## config.mk

```make
export PLATFORM = sky130hd
export DESIGN_NAME = wide_add_seq_flat
export DESIGN_NICKNAME = d
export VERILOG_FILES = /design/src/rtl/wide_add_seq_if.sv /design/src/rtl/wide_add_seq.sv /design/src/flat_wrapper.sv
export SDC_FILE = /design/constraint.sdc
export NUM_CORES = 1
export LEC_CHECK = 0
export CORE_ASPECT_RATIO = 0.5
export CORE_MARGIN = 2
export CORE_UTILIZATION = 48
export CTS_BUF_LIST = sky130_fd_sc_hd__clkbuf_16
export CTS_CLUSTER_DIAMETER = 150
export DETAILED_ROUTE_END_ITERATION = 6
export PLACE_DENSITY = 0.79
export SLEW_MARGIN = 20
export SYNTH_ARGS = -nofsm -noshare
export SYNTH_HDL_FRONTEND = slang
export SYNTH_SLANG_ARGS = --single-unit
```

## constraint.sdc

```tcl
create_clock -name CLK -period 2.25 [get_ports CLK]
set_clock_uncertainty 0.05 [all_clocks]
set_input_delay 0.5625 -clock CLK [delete_from_list [all_inputs] [get_ports CLK]]
set_output_delay 0.5625 -clock CLK [all_outputs]
set_load 0.1 [all_outputs]
```

## src/rtl/wide_add_seq_if.sv

```systemverilog
// Bus bundle for wide_add_seq: operation request/result side plus the
// 8-bit adder slice side. With WIDE_ADD_OVF_EN defined the OVF flag is present.
interface wide_add_seq_if #(
   parameter int unsigned NUM_BYTES = 4
) ();
   localparam int unsigned W = 8 * NUM_BYTES;

   logic         START;
   logic         SUB;
   logic         C_IN;
   logic [W-1:0] OP_A;
   logic [W-1:0] OP_B;
   logic [7:0]   ADD_A;
   logic [7:0]   ADD_B;
   logic         ADD_C_IN;
   logic [7:0]   ADD_Y;
   logic         ADD_C_OUT;
   logic         BUSY;
   logic         DONE;
   logic [W-1:0] RESULT;
   logic         C_OUT;
   logic         ZERO;
`ifdef WIDE_ADD_OVF_EN
   logic         OVF;
`endif

   // Requester and adder-slice side (drives operands, slice sum).
   modport master (
      output START, SUB, C_IN, OP_A, OP_B, ADD_Y, ADD_C_OUT,
      input  ADD_A, ADD_B, ADD_C_IN, BUSY, DONE, RESULT, C_OUT, ZERO
`ifdef WIDE_ADD_OVF_EN
      , input OVF
`endif
   );

   // Sequencer side.
   modport slave (
      input  START, SUB, C_IN, OP_A, OP_B, ADD_Y, ADD_C_OUT,
      output ADD_A, ADD_B, ADD_C_IN, BUSY, DONE, RESULT, C_OUT, ZERO
`ifdef WIDE_ADD_OVF_EN
      , output OVF
`endif
   );
endinterface

```

## src/rtl/wide_add_seq.sv

```systemverilog
// wide_add_seq: multi-byte add/subtract that reuses one external 8-bit
// adder slice, one byte per clock, LSB first, carry chained in a flop.
// Optional feature macro: WIDE_ADD_OVF_EN (adds the signed overflow flag OVF).
module wide_add_seq #(
   parameter int unsigned NUM_BYTES = 4
) (
   input logic           CLK,
   input logic           N_RST,
   wide_add_seq_if.slave bus
);
   localparam int unsigned W     = 8 * NUM_BYTES;
   localparam int unsigned IDX_W = $clog2(NUM_BYTES);
   localparam logic [IDX_W-1:0] LAST_IDX = IDX_W'(NUM_BYTES - 1);

   typedef enum logic [1:0] {
      ST_IDLE = 2'd0,
      ST_RUN  = 2'd1,
      ST_FIN  = 2'd2
   } state_t;

   state_t           r_state;
   state_t           w_state_next;
   logic [W-1:0]     r_a;        // shifts right one byte per RUN cycle
   logic [W-1:0]     r_b;        // B or ~B, shifts like r_a
   logic             r_carry;    // carry chain; zero outside RUN
   logic [IDX_W-1:0] r_idx;
   logic [W-1:0]     r_result;
   logic [W-1:0]     w_result_next;
   logic             r_busy;
   logic             r_done;
   logic             r_c_out;
   logic             r_zero;
   logic             w_last;
`ifdef WIDE_ADD_OVF_EN
   logic             r_ovf;
`endif

   assign w_last = (r_idx == LAST_IDX);

   // State register.
   always_ff @(posedge CLK) begin
      if (!N_RST) r_state <= ST_IDLE;
      else        r_state <= w_state_next;
   end

   // Next-state logic.
   always_comb begin
      w_state_next = r_state;
      case (r_state)
         ST_IDLE: if (bus.START) w_state_next = ST_RUN;
         ST_RUN:  if (w_last)    w_state_next = ST_FIN;
         ST_FIN:                 w_state_next = ST_IDLE;
         default:                w_state_next = ST_IDLE;
      endcase
   end

   // RESULT with the current slice sum merged into byte r_idx.
   always_comb begin
      w_result_next = r_result;
      for (int i = 0; i < int'(NUM_BYTES); i++) begin
         if (r_idx == IDX_W'(i)) w_result_next[8*i +: 8] = bus.ADD_Y;
      end
   end

   // Datapath: operand capture, byte stepping, result and flag registers.
   always_ff @(posedge CLK) begin
      if (!N_RST) begin
         r_a      <= '0;
         r_b      <= '0;
         r_carry  <= 1'b0;
         r_idx    <= '0;
         r_result <= '0;
         r_busy   <= 1'b0;
         r_done   <= 1'b0;
         r_c_out  <= 1'b0;
         r_zero   <= 1'b0;
`ifdef WIDE_ADD_OVF_EN
         r_ovf    <= 1'b0;
`endif
      end else begin
         r_busy <= (w_state_next == ST_RUN);
         r_done <= (w_state_next == ST_FIN);
         case (r_state)
            ST_IDLE: begin
               if (bus.START) begin
                  r_a      <= bus.OP_A;
                  r_b      <= bus.SUB ? ~bus.OP_B : bus.OP_B;
                  r_carry  <= bus.C_IN;
                  r_idx    <= '0;
                  r_result <= '0;
                  r_c_out  <= 1'b0;
                  r_zero   <= 1'b0;
`ifdef WIDE_ADD_OVF_EN
                  r_ovf    <= 1'b0;
`endif
               end
            end
            ST_RUN: begin
               // Zero-fill keeps ADD_A/ADD_B at 0x00 once all bytes are consumed.
               r_a      <= {8'h00, r_a[W-1:8]};
               r_b      <= {8'h00, r_b[W-1:8]};
               r_result <= w_result_next;
               if (w_last) begin
                  r_idx   <= '0;
                  r_carry <= 1'b0;
                  r_c_out <= bus.ADD_C_OUT;
                  r_zero  <= (w_result_next == '0);
`ifdef WIDE_ADD_OVF_EN
                  r_ovf   <= (r_a[7] == r_b[7]) && (bus.ADD_Y[7] != r_a[7]);
`endif
               end else begin
                  r_idx   <= r_idx + IDX_W'(1);
                  r_carry <= bus.ADD_C_OUT;
               end
            end
            default: ;
         endcase
      end
   end

   assign bus.ADD_A    = r_a[7:0];
   assign bus.ADD_B    = r_b[7:0];
   assign bus.ADD_C_IN = r_carry;
   assign bus.BUSY     = r_busy;
   assign bus.DONE     = r_done;
   assign bus.RESULT   = r_result;
   assign bus.C_OUT    = r_c_out;
   assign bus.ZERO     = r_zero;
`ifdef WIDE_ADD_OVF_EN
   assign bus.OVF      = r_ovf;
`endif

endmodule
```

## src/flat_wrapper.sv

```systemverilog
// flat-port wrapper written by rule: the top's interface ports become plain ports
module wide_add_seq_flat 
#(
   parameter int unsigned NUM_BYTES = 4
)
  (CLK, N_RST, bus_START, bus_SUB, bus_C_IN, bus_OP_A, bus_OP_B, bus_ADD_Y, bus_ADD_C_OUT, bus_ADD_A, bus_ADD_B, bus_ADD_C_IN, bus_BUSY, bus_DONE, bus_RESULT, bus_C_OUT, bus_ZERO);
  wide_add_seq_if #(.NUM_BYTES(NUM_BYTES)) bus_i ();
  input logic CLK;
  input logic N_RST;
  input wire logic [$bits(bus_i.START)-1:0] bus_START;
  input wire logic [$bits(bus_i.SUB)-1:0] bus_SUB;
  input wire logic [$bits(bus_i.C_IN)-1:0] bus_C_IN;
  input wire logic [$bits(bus_i.OP_A)-1:0] bus_OP_A;
  input wire logic [$bits(bus_i.OP_B)-1:0] bus_OP_B;
  input wire logic [$bits(bus_i.ADD_Y)-1:0] bus_ADD_Y;
  input wire logic [$bits(bus_i.ADD_C_OUT)-1:0] bus_ADD_C_OUT;
  output wire logic [$bits(bus_i.ADD_A)-1:0] bus_ADD_A;
  output wire logic [$bits(bus_i.ADD_B)-1:0] bus_ADD_B;
  output wire logic [$bits(bus_i.ADD_C_IN)-1:0] bus_ADD_C_IN;
  output wire logic [$bits(bus_i.BUSY)-1:0] bus_BUSY;
  output wire logic [$bits(bus_i.DONE)-1:0] bus_DONE;
  output wire logic [$bits(bus_i.RESULT)-1:0] bus_RESULT;
  output wire logic [$bits(bus_i.C_OUT)-1:0] bus_C_OUT;
  output wire logic [$bits(bus_i.ZERO)-1:0] bus_ZERO;
  assign bus_i.START = bus_START;
  assign bus_i.SUB = bus_SUB;
  assign bus_i.C_IN = bus_C_IN;
  assign bus_i.OP_A = bus_OP_A;
  assign bus_i.OP_B = bus_OP_B;
  assign bus_i.ADD_Y = bus_ADD_Y;
  assign bus_i.ADD_C_OUT = bus_ADD_C_OUT;
  assign bus_ADD_A = bus_i.ADD_A;
  assign bus_ADD_B = bus_i.ADD_B;
  assign bus_ADD_C_IN = bus_i.ADD_C_IN;
  assign bus_BUSY = bus_i.BUSY;
  assign bus_DONE = bus_i.DONE;
  assign bus_RESULT = bus_i.RESULT;
  assign bus_C_OUT = bus_i.C_OUT;
  assign bus_ZERO = bus_i.ZERO;
  wide_add_seq #(.NUM_BYTES(NUM_BYTES)) u_core (.CLK(CLK), .N_RST(N_RST), .bus(bus_i));
endmodule
```

[Word level (Yosys, flattened, before mapping)]
Cells that the tools add are included.
Word-level totals
  bits in registers: 105
  output and inout bits: 53
  word-level logic and storage cells: 51
Operators by class
  $add $sub $neg: 1
  equal/unequal tests: 8
  mux-type cells: 25
  bitwise gates (word level): 1
  reduce and logical (&&, ||, !) cells: 6
Operators with widths (number)
  $pmux 32 s2: 3
  $mux 32: 4
  $logic_not 32->1: 1
  $mux 8: 4
  $not 32->32: 1
  $mux 2: 4
  $pmux 2 s2: 2
  $eq 2x1->1 const B: 3
  $eq 2x2->1 const B: 3
  $pmux 1 s2: 3
  $mux 1: 5
  $logic_not 2->1: 2
  $reduce_and 3->1: 1
  $add 2x1->2 const B: 1
  $ne 2x1->1 const B: 1
  $ne 2x2->1 const B: 1
  $reduce_and 2->1: 1
  $reduce_bool 2->1: 1

[Logic depth before layout (Yosys ltp)]
Gate-level depths: netlist (run 1).
  word-level depth: 5
  mapped depth: 7
  gate-level depth less buffers: 6

[Worst setup path after synthesis (run 1)]
No wires, ideal clock.
  path kind: register to register
  start point: register u_core.r_result[9], in the netlist u_core.bus.RESULT[9]
  end point: register u_core.r_zero, in the netlist u_core.bus.ZERO
  setup time: 0.069 ns
  arrival: 1.704 ns
  path slack: 0.427 ns
  cell stages (with the launch flop): 5
  buffers on the path: 0
  clock period less this slack: 1.823 ns
  cells stage by stage: dfxtp_1 > nor4_1 > mux2i_1 > or4_1 > o21ai_1
Between the ends
  word-level cells in the longest chain between the ends: 4
Ends and longest elaborated chain
  start, declared: RTL line wide_add_seq.sv:27  | logic [W-1:0] r_result;
  start signal, assigned: RTL line wide_add_seq.sv:102  | r_result <= w_result_next;
  $mux 8: RTL line wide_add_seq.sv:61  | if (r_idx == IDX_W'(i)) w_result_next[8*i +: 8] = bus.ADD_Y;
  $logic_not 32->1: RTL line wide_add_seq.sv:107  | r_zero <= (w_result_next == '0);
  $mux 1: RTL line wide_add_seq.sv:103  | if (w_last) begin
  $pmux 1 s2: RTL line wide_add_seq.sv:83  | case (r_state)
  end signal, assigned: RTL line wide_add_seq.sv:107
  end, declared: RTL line wide_add_seq.sv:32  | logic r_zero;
No other way between the ends. The select of a mux whose other input is x is not followed.
A chain may end at the register's enable or synchronous reset.

[Final worst setup path (run 1)]
  start point: input bus_ADD_Y[6]
  end point: register u_core.r_zero, in the netlist u_core.bus.ZERO
Between the ends
  word-level cells in the longest chain between the ends: 4
  elaborated cells between the ends (all ways): 7
  classes of those cells: mux: 6; reduce/logical: 1
Ends and longest elaborated chain
  start, declared: RTL line flat_wrapper.sv:15  | input wire logic [$bits(bus_i.ADD_Y)-1:0] bus_ADD_Y;
  $mux 8: RTL line wide_add_seq.sv:61
  $logic_not 32->1 (*): RTL line wide_add_seq.sv:107
  $mux 1 (*): RTL line wide_add_seq.sv:103
  $pmux 1 s2 (*): RTL line wide_add_seq.sv:83
Mark *: on every way between the ends. The rest lies on a longest branch, timed or not. The select of a mux whose other input is x is not followed.

==> flow_summary.json, run 1 <==
{
  "instances_no_fill": 731,
  "setup_tns_ns": 0,
  "syn_inst": 493,
  "power_density_nw_per_um2": 722,
  "synthFlopType": "dfxtp_1",
  "clk_latency_ns": 0.35,
  "ioPinCount": 131,
  "period_needed_ns": 1.93,
  "cts_hold_repair.buffers": 0,
  "h-tree-depth": 3,
  "hold_viol": 0,
  "slew_headroom_pct": 42.1,
  "required_ns": 2.48,
  "clock-sinks": 105,
  "drt-wirelength-per-cell_um": 16.7,
  "path_clk_slew_ns": 0.07,
  "antenna_found_initial": 0,
  "track_usage_pct": 23.1,
  "antenna_cells": 0,
  "netlist_area_um2": 4660,
  "cts_setup_buffers": 0,
  "yosysWarnings": 0,
  "root_buffer": "clkbuf_16",
  "cts_buffers": 9,
  "area_delta_synth_final_pct": 31.4,
  "synth-seq-cells": 105,
  "io_buffers": 130,
  "critPathMaxFanout": 7,
  "rsz0062_at_grt": "false",
  "synthTopCellsByArea": "dfxtp_1 (45%), nor2b_1 (10%), a22oi_1 (8.2%), xor2_1 (6.0%), a222oi_1 (4.9%)",
  "initial_core_util_pct": 49.3,
  "drt-initial-drc-count": 562,
  "rows": 25,
  "status": "finished, final reports clean",
  "gr-total-overflow": 0,
  "final_core_util_pct": 64.8,
  "cts_buffer_depth": 2,
  "cts_resized": 0,
  "synth-edff-count": 0,
  "core_um2": 9450,
  "setup_violations": 0,
  "fin_crit_sh_pct": 86.0,
  "nets": 673,
  "synth_top_area_share_pct": 45.1,
  "crit_arrival_ns": 2.16,
  "dieArea_um2": 10600,
  "dp_hpwl_um": 8280,
  "vias_per_cell": 5.70,
  "fmax_mhz": 517,
  "final_cell_mix": "dfxtp_1 (105), nor2b_1 (76), clkdlybuf4s50_1 (75)",
  "critPathLaunchType": "input port",
  "async_flop_share_pct": 0,
  "endpoint_kind": "flop",
  "min_path_type": "reg -> reg",
  "avgSynthCellArea_um2": 9.44,
  "synth_seq_area_share_pct": 45.1,
  "critPathKind": "in -> reg",
  "grt_pass1_wl_um": 19100,
  "first_global_vias": 3808,
  "vdd_drop_max_mv": 0.471,
  "synth.net_count": 575,
  "p_leak_nw": 2.30,
  "cts_tree": "built",
  "synth_top_cell_by_area": "dfxtp_1",
  "synth_cell_types": 41,
  "die_h_um": 73.6,
  "drv_cap": 0,
  "worst_pin_slew_ns": 0.869,
  "dieWidth_um": 143,
  "dp_cells": 715,
  "gp_congestion": 0.897,
  "dr_total_vias": 4170,
  "grt_max_degree": 55,
  "slew_viol_final": 0,
  "final_common_cell": "dfxtp_1",
  "antenna_left": 0,
  "post-route-drc-count": 0,
  "wl_um": 12200,
  "drive_above_1_share_pct": 16.6,
  "drtPass1Iterations": 7
}
[worst max-delay path, stage by stage]
cell and delay, ns:
clkdlybuf4s50_1 0.57, a211oi_1 0.30, o22ai_1 0.12, or4_1 0.47, o21ai_1 0.13
[stage by stage]
step / cell area, um2 / setup WS, ns / hold slack, ns / power [mW]
after CTS: 6120 / 0.333 / 0.413 / 4.44
final: 6120 / 0.315 / 0.413 / 4.42
after global placement: 5840 / 0.0407 / 0.395 / 2.97
after detailed placement: 5840 / 0.0104 / 0.403 / 2.99
after floorplan: 4660 / 0.427 / 0.381 / 2.70
after global routing: 6120 / 0.207 / 0.437 / 4.59
[synth_stat cells, drive strengths merged, types with 5 or more instances]
library cell	count
dfxtp	105
nor2b	77
a22oi	51
buf	44
o21ai	34
xor2	32
a21oi	27
o22ai	26
a222oi	23
clkbuf	21
nor4	6
and2	5
[worst paths after layout]
kind | endpoint | from | cells after the start | slack (ns)
min | u_core.r_b[23] | u_core.r_b[31] | 2 | 0.41
min reg2reg | u_core.r_b[23] | u_core.r_b[31] | 2 | 0.41
max | u_core.bus.ZERO | bus_ADD_Y[6] | 5 | 0.32
max reg2reg | u_core.bus.ZERO | u_core.r_idx[0] | 6 | 0.32
[routing by layer]
layer  part of all wire (%)  GRT usage (%)
met1                     48           32.9
met2                     45           34.9
met3                    6.1           5.41
met4                    1.6           7.19
met5                      0              0
[state kept, by name (all words and copies together) (netlist names)]
| name | flops |
|---|---|
| u_core.bus.ZERO | 1 |
| u_core.r_b | 32 |
| u_core.r_a | 32 |
| u_core.bus.RESULT | 32 |
| u_core.bus.BUSY | 1 |
| u_core.bus.C_OUT | 1 |
| u_core.r_state | 2 |
| u_core.r_idx | 2 |
| u_core.bus.ADD_C_IN | 1 |
| u_core.bus.DONE | 1 |
[power breakdown]
part / total, mW / switching (mW) / leakage [nW] / internal (mW)
logic: 0.929 / 0.569 / 1.31 / 0.360
clock network: 1.47 / 0.707 / 0.130 / 0.758
registers: 2.02 / 0.0658 / 0.860 / 1.96
[logic make-up after synthesis]
group	synth area share, %
AO/OA/AOI/OAI	24.7
AND/OR/NAND/NOR	15.0
flip-flops	45.1
buffers and inverters	7.87
XOR/XNOR	6.02
adder cells (fa/ha/maj)	1.08
multiplexers	0.215
[final cells by class]
type / instances / area, um2
multi-input combinational: 318 / 2200
fill: 809 / 3330
inverter: 5 / 18.8
clock buffer: 9 / 225
clock inverter: 7 / 53.8
timing repair buffer: 152 / 1350
sequential: 105 / 2100
tap: 135 / 169
Note: power is estimated with default switching activity, not from simulation.
==> run 2: changes to the inputs <==
CAP_MARGIN = 20   (was default)
REMOVE_ABC_BUFFERS = 1   (was default)
==> run 2 against run 1 <==
Sequential share of layout area about the same. Setup slack improved by 0.039 ns. Worst hold slack worse by 0.0016 ns. Non-clock buffer count is 1 lower. Critical endpoint unchanged. Largest power group unchanged.
==> flow_summary.json, run 2 (same netlist as run 1, synthesis figures left out) <==
{
  "status": "finished, final reports clean",
  "dp_hpwl_um": 7820,
  "required_ns": 2.48,
  "slew_headroom_pct": 41.8,
  "timing.rr.start": "u_core.r_idx[0]",
  "critPathLaunchType": "input port",
  "gr-total-overflow": 0,
  "min_path_type": "reg -> reg",
  "setup_tns_ns": 0,
  "h-tree-depth": 3,
  "clk_latency_ns": 0.34,
  "crit_arrival_ns": 2.13,
  "root_buffer": "clkbuf_16",
  "drive_above_1_share_pct": 16.3,
  "path_delay_family": "simple AND/OR/NAND/NOR gates",
  "cts_buffer_depth": 2,
  "cp_num_buf_inv": 1,
  "critPathMaxFanout": 7,
  "wl_um": 11500,
  "nets": 672,
  "worst_pin_slew_ns": 0.873,
  "vias_per_cell": 5.57,
  "path_clk_slew_ns": 0.07,
  "critPathKind": "in -> reg",
  "antenna_left": 0,
  "vdd_drop_max_mv": 0.417,
  "cts_resized": 0,
  "cts_hold_repair.buffers": 0,
  "clock-sinks": 105,
  "dieWidth_um": 143,
  "die_h_um": 73.6,
  "first_global_vias": 3710,
  "grt_pass1_wl_um": 18300,
  "endpoint_kind": "flop",
  "drt-initial-drc-count": 333,
  "dr_total_vias": 4063,
  "post-route-drc-count": 0,
  "cts_setup_buffers": 0,
  "cpPeakStageDelay_ns": 0.54,
  "min_from": "u_core.bus.ZERO",
  "antenna_cells": 0,
  "critPathSlowestCell": "clkdlybuf4s50_1",
  "dieArea_um2": 10600,
  "power_density_nw_per_um2": 715,
  "core_um2": 9450,
  "period_needed_ns": 1.90,
  "slew_viol_final": 0,
  "gp_congestion": 0.848,
  "n_fill_cell": 800,
  "initial_core_util_pct": 49.3,
  "grt_max_degree": 89,
  "hold_viol": 0,
  "rows": 25,
  "final_cell_mix": "dfxtp_1 (105), nor2b_1 (76), clkdlybuf4s50_1 (75)",
  "fin_crit_sh_pct": 84.3,
  "power_mw": 4.37,
  "area_delta_synth_final_pct": 31.4,
  "fmax_mhz": 527,
  "p_leak_nw": 2.30,
  "startpoint": "bus_ADD_Y[5]",
  "final_common_cell": "dfxtp_1",
  "drtPass1Iterations": 6,
  "drt-wirelength-per-cell_um": 15.8,
  "antenna_found_initial": 0,
  "rsz0062_at_grt": "false",
  "ioPinCount": 131,
  "track_usage_pct": 21.6,
  "io_buffers": 130,
  "setup_violations": 0,
  "cts_tree": "built",
  "cts_buffers": 9,
  "drv_cap": 0,
  "crit_chain": "clkdlybuf4s50_1 -> nor4b_2 -> a21oi_1 -> or4_1 -> o21ai_1"
}
## run 2: cell types whose count changed in the layout (fill, tap and decap cells not counted), sizes merged
cell / previous run / this run
clkinvlp: 2 / 1
inv: 6 / 7
buf: 77 / 76
## run 2: worst register-to-register path, stage by stage, from the launching register on
cell      delay [ns]
dfxtp_1         0.40
inv_1           0.08
ha_1            0.30
a211oi_1        0.27
o22ai_1         0.11
or4_1           0.48
o21ai_1         0.13
## run 2: routing by layer
metal	vias up	global-route usage, %	wire (um)
met3	7	4.82	557
li1	1988	-	-
met2	120	36.6	5690
met1	1948	28.6	5180
met5	-	0	0
met4	0	5.01	89
## run 2: area by class of cell
| class | count | area [um2] | share of cell area, % |
|---|---|---|---|
| clock buffer | 9 | 225 | 3.68 |
| clock inverter | 7 | 46.3 | 0.757 |
| inverter | 5 | 18.8 | 0.307 |
| multi-input combinational | 318 | 2200 | 36.0 |
| sequential | 105 | 2100 | 34.4 |
| tap | 135 | 169 | 2.76 |
| timing repair buffer | 151 | 1350 | 22.1 |
## run 2: metrics by stage
| step | std cells | utilization [%] | hold WS [ns] | setup WS (ns) | cell area, um2 |
|---|---|---|---|---|---|
| final | 730 | 64.7 | 0.412 | 0.354 | 6120 |
| after global routing | 730 | 64.7 | 0.441 | 0.187 | 6120 |
| after global placement | 714 | 61.9 | 0.392 | 0.0676 | 5840 |
| after detailed placement | 714 | 61.9 | 0.405 | 0.0305 | 5840 |
| after CTS | 730 | 64.7 | 0.415 | 0.369 | 6120 |
| after floorplan | 428 | - | 0.381 | -0.191 | 4310 |
## run 2: final timing paths
check / endpoint / slack [ns] / cells past startpoint
worst min-delay path: u_core.bus.ZERO / 0.41 / 2
worst max register to register: u_core.bus.ZERO / 0.37 / 6
worst min register to register: u_core.bus.ZERO / 0.41 / 2
worst max-delay path: u_core.bus.ZERO / 0.35 / 5
## run 2: power by group
part / switching, mW / total, mW / internal [mW]
clock: 0.684 / 1.43 / 0.751
combinational: 0.559 / 0.920 / 0.361
sequential: 0.0602 / 2.02 / 1.96
total: 1.30 / 4.37 / 3.07
==> run 3: changes to the inputs <==
clock period = 1.97 ns   (was 2.25 ns; I/O delays follow)
==> run 3 against run 2 <==
Via count increased by 2.1%. Global-route usage is 2.0 points higher. Sequential share of layout area down 3.8 points. Critical path depth grew 1. Total power increased by 20%. Combinational power increased by 28%. Register-to-register slack lost 0.24 ns. Utilization rose by 8.1 points. Design area is 13% higher. Routed wire length increased by 4.7%. Critical path type is now reg -> reg.
==> flow_summary.json, run 3 (same netlist as run 1, synthesis figures left out) <==
{
  "status": "finished, final reports clean",
  "cts_tree": "built",
  "antenna_found_initial": 0,
  "setup_violations": 0,
  "hold_viol": 0,
  "switching_share_pct": 28.9,
  "critPathMaxFanout": 8,
  "antenna_left": 0,
  "cts_buffers": 9,
  "power_frac_clock_pct": 33.3,
  "h-tree-depth": 3,
  "rows": 25,
  "cts_buffer_depth": 2,
  "ff2ff_setup_slack_ns": 0.13,
  "root_buffer": "clkbuf_16",
  "critPathLaunchType": "flop",
  "hold_path_end": "u_core.r_b[23]",
  "setup_slack_ns": 0.129,
  "dp_hpwl_um": 8290,
  "drt-wirelength-per-cell_um": 16.3,
  "power_density_nw_per_um2": 764,
  "critPathSlowestCell": "or4_1",
  "final_common_cell": "dfxtp_1",
  "core_um2": 9450,
  "final_cell_mix": "dfxtp_1 (104), nor2b_1 (76), clkdlybuf4s50_1 (75)",
  "clk_latency_ns": 0.34,
  "area_delta_synth_final_pct": 47.9,
  "ioPinCount": 131,
  "gr-total-overflow": 0,
  "dp_cells": 722,
  "initial_core_util_pct": 49.3,
  "p_leak_nw": 2.52,
  "net-switching-power_mw": 1.52,
  "vias_per_cell": 5.62,
  "n_fill_cell": 676,
  "rr_worst_depth": 6,
  "p_seq_share_pct": 44.3,
  "drv_cap": 0,
  "worstHoldPathCells": 2,
  "io_buffers": 130,
  "die_h_um": 73.6,
  "period_needed_ns": 1.84,
  "worst_pin_slew_ns": 0.580,
  "first_global_vias": 3995,
  "p_comb_share_pct": 22.4,
  "grt_pass1_wl_um": 19700,
  "postLayoutCellArea_um2": 6880,
  "antenna_cells": 0,
  "required_ns": 2.20,
  "dieArea_um2": 10600,
  "gp_congestion": 0.828,
  "startpoint": "u_core.r_idx[1]",
  "drt-initial-drc-count": 367,
  "path_clk_slew_ns": 0.07,
  "power.internal_mw": 3.74,
  "fin_crit_sh_pct": 93.4,
  "endpoint_kind": "flop",
  "dieWidth_um": 143,
  "dpl_cell_area_um2": 6590,
  "post-route-drc-count": 0,
  "cpPeakStageDelay_ns": 0.48,
  "cp_num_buf_inv": 1,
  "drtPass1Iterations": 5,
  "setup_tns_ns": 0,
  "power_mw": 5.26,
  "r2r_end": "u_core.bus.ZERO",
  "nets": 680,
  "instances_no_fill": 738,
  "wl_um": 12100,
  "min_path_type": "reg -> reg",
  "vdd_drop_max_mv": 0.407,
  "clock-sinks": 105,
  "dr_total_vias": 4147,
  "path_delay_family": "compound AO/OA/AOI/OAI gates",
  "crit_chain": "inv_1 -> ha_1 -> a211oi_1 -> o22ai_1 -> or4_1 -> o21ai_1",
  "fmax_mhz": 543,
  "timing.rr.start": "u_core.r_idx[1]",
  "slew_headroom_pct": 61.0,
  "min_from": "u_core.r_b[31]",
  "drive_above_1_share_pct": 17.7,
  "track_usage_pct": 23.6,
  "rsz0062_at_grt": "false",
  "grt_max_degree": 106,
  "crit_arrival_ns": 2.07,
  "critPathKind": "reg -> reg",
  "slew_viol_final": 0,
  "pre_cts_slack_ns": -0.182
}
[run 3: changes by cell type in the layout (fill, tap and decap cells not counted), sizes merged]
cell      delta
buf          +8
clkinvlp     -1
clkinv       +3
inv          -3
bufinv       +1
[run 3: worst max path at each step]
stage / end / slack [ns] / cells after the start
6_report: u_core.bus.ZERO / 0.13 / 6
5_1_grt: u_core.bus.ZERO / 0.03 / 6
4_1_cts: u_core.bus.ZERO / 0.08 / 6
3_5_place_dp: u_core.bus.ZERO / -0.18 / 5
3_3_place_gp: u_core.bus.ZERO / -0.13 / 5
2_1_floorplan: u_core.r_b[16] / -0.40 / 3
[run 3: metrics by stage]
stage                     hold slack (ns)  util [%]
after floorplan                     0.381         -
after global placement              0.392      69.8
after detailed placement            0.400      69.8
after CTS                           0.417      72.8
after global routing                0.440      72.9
final                               0.414      72.9
[run 3: timing repair]
action                     in CTS  in global routing
setup endpoints to repair       0                  4
gates resized for setup         0                  2
hold buffers                    0                  0
setup buffers                   0                  0
[run 3: metal layers]
layer	vias up	GRT usage (%)	part of all wire, %
met2	113	40.6	50
met3	11	5.35	4.3
met4	0	5.45	0.88
met1	2023	30.6	44
met5	-	0	0
li1	2000	-	-
[run 3: power by group through the flow]
stage / Sequential [mW] / Clock (mW) / Combinational (mW)
5_1_grt: 2.34 / 1.87 / 1.26
2_1_floorplan: 2.64 / 0 / 0.345
6_report: 2.33 / 1.75 / 1.18
3_3_place_gp: 2.37 / 0 / 1.16
3_5_place_dp: 2.38 / 0 / 1.18
4_1_cts: 2.33 / 1.78 / 1.18
[run 3: worst reg2reg max path, stage by stage, from the launching register on]
cell and delay, ns:
dfxtp_1 0.39, inv_1 0.08, ha_1 0.28, a211oi_1 0.27
o22ai_1 0.11, or4_1 0.48, o21ai_1 0.12
[run 3: final cells by class]
cell class / instances / area, um2 / area share, %
flip-flops and latches: 105 / 2100 / 30.6
inverters: 5 / 18.8 / 0.273
clock buffers: 9 / 225 / 3.27
clock inverters: 7 / 61.3 / 0.891
well taps: 135 / 169 / 2.45
multi-input cells: 318 / 2200 / 32.0
repair buffers: 159 / 2100 / 30.5
